`src/rtl/nn_argmax_classifier.sv`:
```
`default_nettype none
// ============================================================================
// Module      : nn_argmax_classifier
// Description : Scans the output-layer score memory and reports the index and
//               value of the largest signed score plus a low-confidence flag.
//               Define NN_ARGMAX_TOP2_EN to also report runner-up and margin.
// Revision    : 1.0 - initial release
// ============================================================================
module nn_argmax_classifier #(
    parameter int N_CLASSES = 10,
    parameter int DATA_W    = 32,
    parameter int ADDR_W    = 4
) (
    input  logic              CLOCK,
    input  logic              RESET,
    input  logic              start,
    input  logic [DATA_W-1:0] threshold,
    output logic [ADDR_W-1:0] mem_ra,
    input  logic [DATA_W-1:0] mem_rd,
    output logic              busy,
    output logic              done,
    output logic [ADDR_W-1:0] class_idx,
    output logic [DATA_W-1:0] class_score,
    output logic              low_conf
`ifdef NN_ARGMAX_TOP2_EN
    ,
    output logic [ADDR_W-1:0]        second_idx,
    output logic signed [DATA_W:0]   margin
`endif
);

    typedef enum logic [1:0] {
        IDLE   = 2'd0,
        SCAN   = 2'd1,
        FINISH = 2'd2
    } state_t;

    localparam logic [ADDR_W-1:0] c_last_addr = ADDR_W'(N_CLASSES - 1);
    localparam logic [ADDR_W-1:0] c_addr_one  = ADDR_W'(1);

    state_t            r_state;
    logic [ADDR_W-1:0] r_addr;
    logic [DATA_W-1:0] r_thr;
    logic [DATA_W-1:0] r_best;
    logic [ADDR_W-1:0] r_best_idx;
    logic              r_busy;
    logic              r_done;
    logic [ADDR_W-1:0] r_class_idx;
    logic [DATA_W-1:0] r_class_score;
    logic              r_low_conf;
    logic              w_new_best;
    logic              w_low_conf;

    assign w_new_best = $signed(mem_rd) > $signed(r_best);

`ifdef NN_ARGMAX_TOP2_EN
    localparam logic signed [DATA_W:0] c_margin_min = (DATA_W + 1)'(256);

    logic [DATA_W-1:0]        r_second;
    logic [ADDR_W-1:0]        r_second_idx;
    logic [ADDR_W-1:0]        r_out_second_idx;
    logic signed [DATA_W:0]   r_out_margin;
    logic signed [DATA_W:0]   w_margin;
    logic                     w_new_second;

    assign w_new_second = $signed(mem_rd) > $signed(r_second);
    // Sign-extend by one bit so best minus runner-up can never overflow.
    assign w_margin     = $signed({r_best[DATA_W-1], r_best})
                        - $signed({r_second[DATA_W-1], r_second});
    assign w_low_conf   = ($signed(r_best) < $signed(r_thr)) || (w_margin < c_margin_min);
    assign second_idx   = r_out_second_idx;
    assign margin       = r_out_margin;
`else
    assign w_low_conf   = $signed(r_best) < $signed(r_thr);
`endif

    always_ff @(posedge CLOCK) begin
        if (RESET) begin
            r_state       <= IDLE;
            r_addr        <= '0;
            r_thr         <= '0;
            r_best        <= '0;
            r_best_idx    <= '0;
            r_busy        <= 1'b0;
            r_done        <= 1'b0;
            r_class_idx   <= '0;
            r_class_score <= '0;
            r_low_conf    <= 1'b0;
`ifdef NN_ARGMAX_TOP2_EN
            r_second         <= '0;
            r_second_idx     <= '0;
            r_out_second_idx <= '0;
            r_out_margin     <= '0;
`endif
        end else begin
            r_done <= 1'b0;
            case (r_state)
                IDLE: begin
                    if (start) begin
                        r_thr   <= threshold;
                        r_addr  <= '0;
                        r_busy  <= 1'b1;
                        r_state <= SCAN;
                    end
                end
                SCAN: begin
                    // Element 0 seeds both trackers so later strict compares keep the lowest index on ties.
                    if (r_addr == '0) begin
                        r_best     <= mem_rd;
                        r_best_idx <= '0;
`ifdef NN_ARGMAX_TOP2_EN
                        r_second     <= mem_rd;
                        r_second_idx <= '0;
`endif
                    end else if (w_new_best) begin
                        r_best     <= mem_rd;
                        r_best_idx <= r_addr;
`ifdef NN_ARGMAX_TOP2_EN
                        r_second     <= r_best;
                        r_second_idx <= r_best_idx;
                    end else if (w_new_second) begin
                        r_second     <= mem_rd;
                        r_second_idx <= r_addr;
`endif
                    end
                    if (r_addr == c_last_addr) begin
                        r_addr  <= '0;
                        r_state <= FINISH;
                    end else begin
                        r_addr <= r_addr + c_addr_one;
                    end
                end
                FINISH: begin
                    r_class_idx   <= r_best_idx;
                    r_class_score <= r_best;
                    r_low_conf    <= w_low_conf;
`ifdef NN_ARGMAX_TOP2_EN
                    r_out_second_idx <= r_second_idx;
                    r_out_margin     <= w_margin;
`endif
                    r_done  <= 1'b1;
                    r_busy  <= 1'b0;
                    r_state <= IDLE;
                end
                default: begin
                    r_addr  <= '0;
                    r_busy  <= 1'b0;
                    r_state <= IDLE;
                end
            endcase
        end
    end

    assign mem_ra      = r_addr;
    assign busy        = r_busy;
    assign done        = r_done;
    assign class_idx   = r_class_idx;
    assign class_score = r_class_score;
    assign low_conf    = r_low_conf;

endmodule
`default_nettype wire
```
`config.mk`:
```
export PLATFORM = sky130hd
export DESIGN_NAME = nn_argmax_classifier
export DESIGN_NICKNAME = d
export VERILOG_FILES = /design/src/rtl/nn_argmax_classifier.sv
export SDC_FILE = /design/constraint.sdc
export NUM_CORES = 1
export LEC_CHECK = 0
export CAP_MARGIN = 10
export CELL_PAD_IN_SITES_DETAIL_PLACEMENT = 1
export CELL_PAD_IN_SITES_GLOBAL_PLACEMENT = 1
export CORE_UTILIZATION = 42
export DETAILED_ROUTE_END_ITERATION = 16
export GPL_TIMING_DRIVEN = 0
export PLACE_DENSITY_LB_ADDON = 0.1
export SLEW_MARGIN = 20
export SYNTH_ARGS = -nofsm -noshare
export SYNTH_HDL_FRONTEND = slang
export SYNTH_SLANG_ARGS = --single-unit
```
`constraint.sdc`:
```
create_clock -name CLOCK -period 3.45 [get_ports CLOCK]
set_input_delay 0.345 -clock CLOCK [delete_from_list [all_inputs] [get_ports CLOCK]]
set_output_delay 0.345 -clock CLOCK [all_outputs]
set_load 0.03 [all_outputs]
```
======== After elaboration in Yosys (flattened, before gate mapping) ========
Cells that the tools add are included.
operators by class
  add/sub/neg operators ................... 1
  $lt $le $gt $ge ......................... 2
  equality and inequality tests ........... 5
  multiplexer cells ....................... 13
  bitwise gates (word level) .............. 2
  reduce and logical (&&, ||, !) cells .... 8
operator list
  operator                                              number
  2-to-1 mux 32 bit                                     2
  > comparator 32 bit                                   1
  < comparator 32 bit                                   1
  2-to-1 mux 4 bit                                      4
  one-hot mux 4 bit (3 select lines)                    1
  AND reduction 2 bit                                   5
  adder 4 x 1 -> 4 bit (second input constant)          1
  equality test 4 bit (second input constant)           1
  logical NOT 4 bit                                     1
  2-to-1 mux 2 bit                                      2
  != test 2 bit (second input constant)                 2
  one-hot mux 2 bit (2 select lines)                    1
  equality test 2 x 1 -> 1 bit (second input constant)  1
  equality test 2 bit (second input constant)           1
  logical NOT 2 bit                                     1
  2-to-1 mux 1 bit                                      2
  NOT 1 bit                                             2
  one-hot mux 1 bit (2 select lines)                    1
  nonzero test 2 bit                                    1
storage, ports and cells
  flip-flop bits (word level) ............. 113
  bits of input ports ..................... 67
  output and inout bits ................... 43
  word-level logic and storage cells ...... 41

======== Depth between registers and ports, before layout ========
  depth in word-level cells ............... 3
  gate-level depth with buffers ........... 11
  depth with buffers taken out ............ 10

======== Worst setup path after synthesis ========
No wires, ideal clock.
  path type ............................... register to register
  start ................................... register r_best[17]
  end ..................................... register r_best_idx[1]
  library setup time ...................... 0.123 ns
  arrival ................................. 2.168 ns
  data required time ...................... 3.327 ns
  setup slack ............................. 1.158 ns
  stages on the path, launching flop included .. 11
  buffers on the path ..................... 0
  period minus slack after synthesis ...... 2.292 ns
  cells stage by stage .................... dfxtp_1 inv_1 ha_1 a21o_1 nand3_1 a21oi_1 a2111oi_2 o31ai_1 o31a_2 nand2_4 mux2_1
on the way
  cells in the longest elaborated chain, start to end .. 3
RTL lines
  item                           RTL line  text
  start: declaration             44        logic [DATA_W-1:0] r_best;
  start signal: assignment       109       r_best <= mem_rd;
  start signal: assignment       116       r_best <= mem_rd;
  > comparator 32 bit            54        assign w_new_best = $signed(mem_rd) > $signed(r_best);
  nonzero test 2 bit (no line)   --
  AND reduction 2 bit (no line)  --
  end signal: assignment         117       r_best_idx <= r_addr;
  end: declaration               45        logic [ADDR_W-1:0] r_best_idx;
Every way passes these cells.
A chain may end at the register's enable or synchronous reset.

======== Worst setup path in the final report ========
  start ................................... register r_best[23]
  end ..................................... register r_best[4]
on the way
  cells in the longest elaborated chain, start to end .. 3
RTL lines
  item                           RTL line
  > comparator 32 bit            54
  nonzero test 2 bit (no line)   --
  AND reduction 2 bit (no line)  --
Every way passes these cells.

==> results by group <==
Clocking
  • CTS buffer count: 17
  • Post-CTS Resized: 0
  • TritonCTS clock tree: done
  • Clk_lat worst skew: around 430 ps
  • Clock buffer depth: 2
  • H-tree levels: 4
  • Root Buffer Master: clkbuf_16
  • Post-cts hold buffer count: 0
  • Post-CTS Setup Bufs: 0
  • Clock transition at path regs: roughly 50 ps
  • Number of clock sinks: 113

Synth
  • Synthesis Warnings: 0
  • Mapped Nets: 855
  • Ys async rst share: 0
  • Avg Cell Area, Syn: about 8.3 µm²
  • Yosys cell types: 46
  • Cells after Synth: 722
  • Post-synth top flop: dfxtp_1
  • Mapped Area: 5970 µm²
  • Seq cells post-synth: 113
  • Seq/Total Area, Yosys: 0.379
  • Number of synthesized flops with an enable pin: 0

GRT
  • First-pass GRT wire length: 29.5 mm
  • Total GRT Usage: 0.267
  • Global route overflow: 0
  • Initial antenna violation count: 0
  • Number of global-route vias before repair: 6,037
  • Largest net degree at the start of global routing: 17

Layout
  • Most common cell after layout, fill and taps aside: nand2_1
  • Most frequent cells in the layout: 146 x nand2_1, 113 x dfxtp_1, 108 x clkdlybuf4s50_1
  • Final nets: about 980
  • Layout cell share with drive strength beyond 1: 0.0510
  • # fillers: 1,673
  • Reg area: ~2300 µm²
  • Footprint of the multi-input gates: 3290 µm²
  • Synthesis-to-layout area growth: 33.5%
  • Ant diodes: 0
  • Final core occ: 0.574

Floorplan
  • Die Width: around 120 µm
  • Initial cell density of the core: 0.430
  • Die area: about 15,000 µm²
  • I/O pins: 110
  • Floorplan core area: 13,900 µm²
  • Die Ht: 121 µm
  • # rows: 43

Placement
  • Pre-CTS setup slack: between 300 and 400 ps
  • Port Buffer Count: roughly 110
  • GPL Wtd Cong: 0.818
  • HPWL after detailed placement: 13.4 mm

Power and ir drop
  • Comb pwr share: 0.169
  • Clock power frac: 0.489
  • PD cells: 528 nW/µm²
  • Internal: 3140 µW
  • LEAKAGE: 0.00310 µW
  • Maximum VDD drop: approximately 0.36 mV
  • Switching power: 1070 µW
  • Sequential power share: 0.342
  • Sw frac: 0.255

Routing
  • Via density: approximately 5.3
  • Post-route ant nets: 0
  • DR iter-0 viols: 262
  • First-pass DRT Iterations: 4
  • WL per Instance: between 15 and 20 µm
  • Drc violations: 0
  • Drt total wl: 18.5 mm
  • Vias after detailed routing: 5,494

Worst setup path
  • CP peak stage delay: 530 ps
  • Cell at the slowest stage of the critical path: o31ai_1
  • Crit end category: flop
  • Top delay family on crit path: compound AO/OA/AOI/OAI gates
  • Type of origin of the critical path: flop
  • Worst EP arrival: approximately 3200 ps
  • Crit-path cells: inv_1, ha_1, nand4_1, a21oi_1, a2111oi_2, o31ai_1, a22oi_2, nand2_4, buf_12, mux2i_1
  • Worst Setup Path Type: reg2reg
  • WP buf/inv: 2
  • CP Max Fanout: 10
  • Worst path required time: 3790 ps

STA
  • Final worst slack: 627 ps
  • Unrepaired setup endpoints after global routing: false
  • Hold Vio Cnt, Final: 0
  • Fmax: 0.354 GHz
  • Sum Neg Setup Slack: 0 ps
  • Period Utilization, post-route: 0.818
  • Hold Slack: 379 ps
  • Slew @ Worst Pin: 744 ps
  • Setup violations, final: 0
  • Worst Skew: 4.68 ps
  • Final min period: 2820 ps
  • Final Slew Violations: 0
  • Max_slew headroom: 0.502

Outcome
  • Status: finished clean

Run
  • Max-cap viol count: 0

Worst hold path
  • Hold crit path type: in2reg
per-layer routing:
metal	vias up	GRT usage	wire [µm]
li1	2651	-	-
met1	2656	0.299	7740
met2	143	0.478	9460
met3	44	0.0559	793
met4	0	0.129	547
met5	-	0	0
power groups by stage:
stage	combinational (µW)	clock, µW	sequential [µW]
after floorplan	453	0	1450
after global placement	656	0	1460
after detailed placement	692	0	1470
after CTS	715	2070	1440
after global routing	786	2140	1450
final	710	2060	1440
sequential cells by signal (all words and copies together), names as in the netlist:
register / count
r_best: 32
r_best_idx: 4
r_thr: 32
done: 1
low_conf: 1
class_score: 32
mem_ra: 4
r_state: 2
busy: 1
class_idx: 4
synthesized netlist by cell type, types with 2 or more instances:
library cell,count,area (µm²)
nand3_1,13,65.1
mux2i_1,34,340
nand2_1,146,548
nor3b_1,2,15.0
a211oi_1,2,15.0
nand4b_1,2,17.5
nand4_1,9,56.3
buf_12,3,60.1
nor2_1,12,45.0
a21o_1,11,82.6
o21ai_0,8,40.0
nor3_1,3,15.0
dfxtp_1,113,2260
nor2b_1,5,31.3
a31oi_1,2,12.5
inv_1,67,251
ha_1,66,826
a21oi_1,98,490
clkbuf_1,28,105
nand2b_1,72,450
area by class of cell:
class                   instances  area share
plain buffers                  33      0.0218
multi-input cells             509       0.413
flip-flops and latches        113       0.284
inverters                      67      0.0316
repair buffers                108       0.136
well taps                     180      0.0283
clock inverters                10      0.0254
clock buffers                  22      0.0608
cell families (layout without fill, tap and decap cells):
logic type,after synthesis,after routing,synth area share
AOI/OAI and AO/OA,136,136,0.131
adders and majority gates,66,66,0.138
buffers and inverters,100,240,0.0712
DFF,113,113,0.379
muxes,35,35,0.0589
and+or+nand+nor,272,272,0.222
per-stage QoR:
step	power (µW)	instances	area, µm²
floorplan	1900	722	5970
global placement	2120	1010	7280
detailed placement	2160	1010	7280
CTS	4230	1042	7970
global route	4380	1042	7970
finish	4210	1042	7970
path summary, 6_finish.rpt:
check	from	to	slack, ps	cells after the start
min reg2reg	class_score[28]	class_score[28]	450	2
min	RESET	done	380	2
max reg2reg	r_best[23]	r_best[4]	630	10
max	r_best[23]	r_best[4]	630	10
Power figures use the tool's default switching activity.
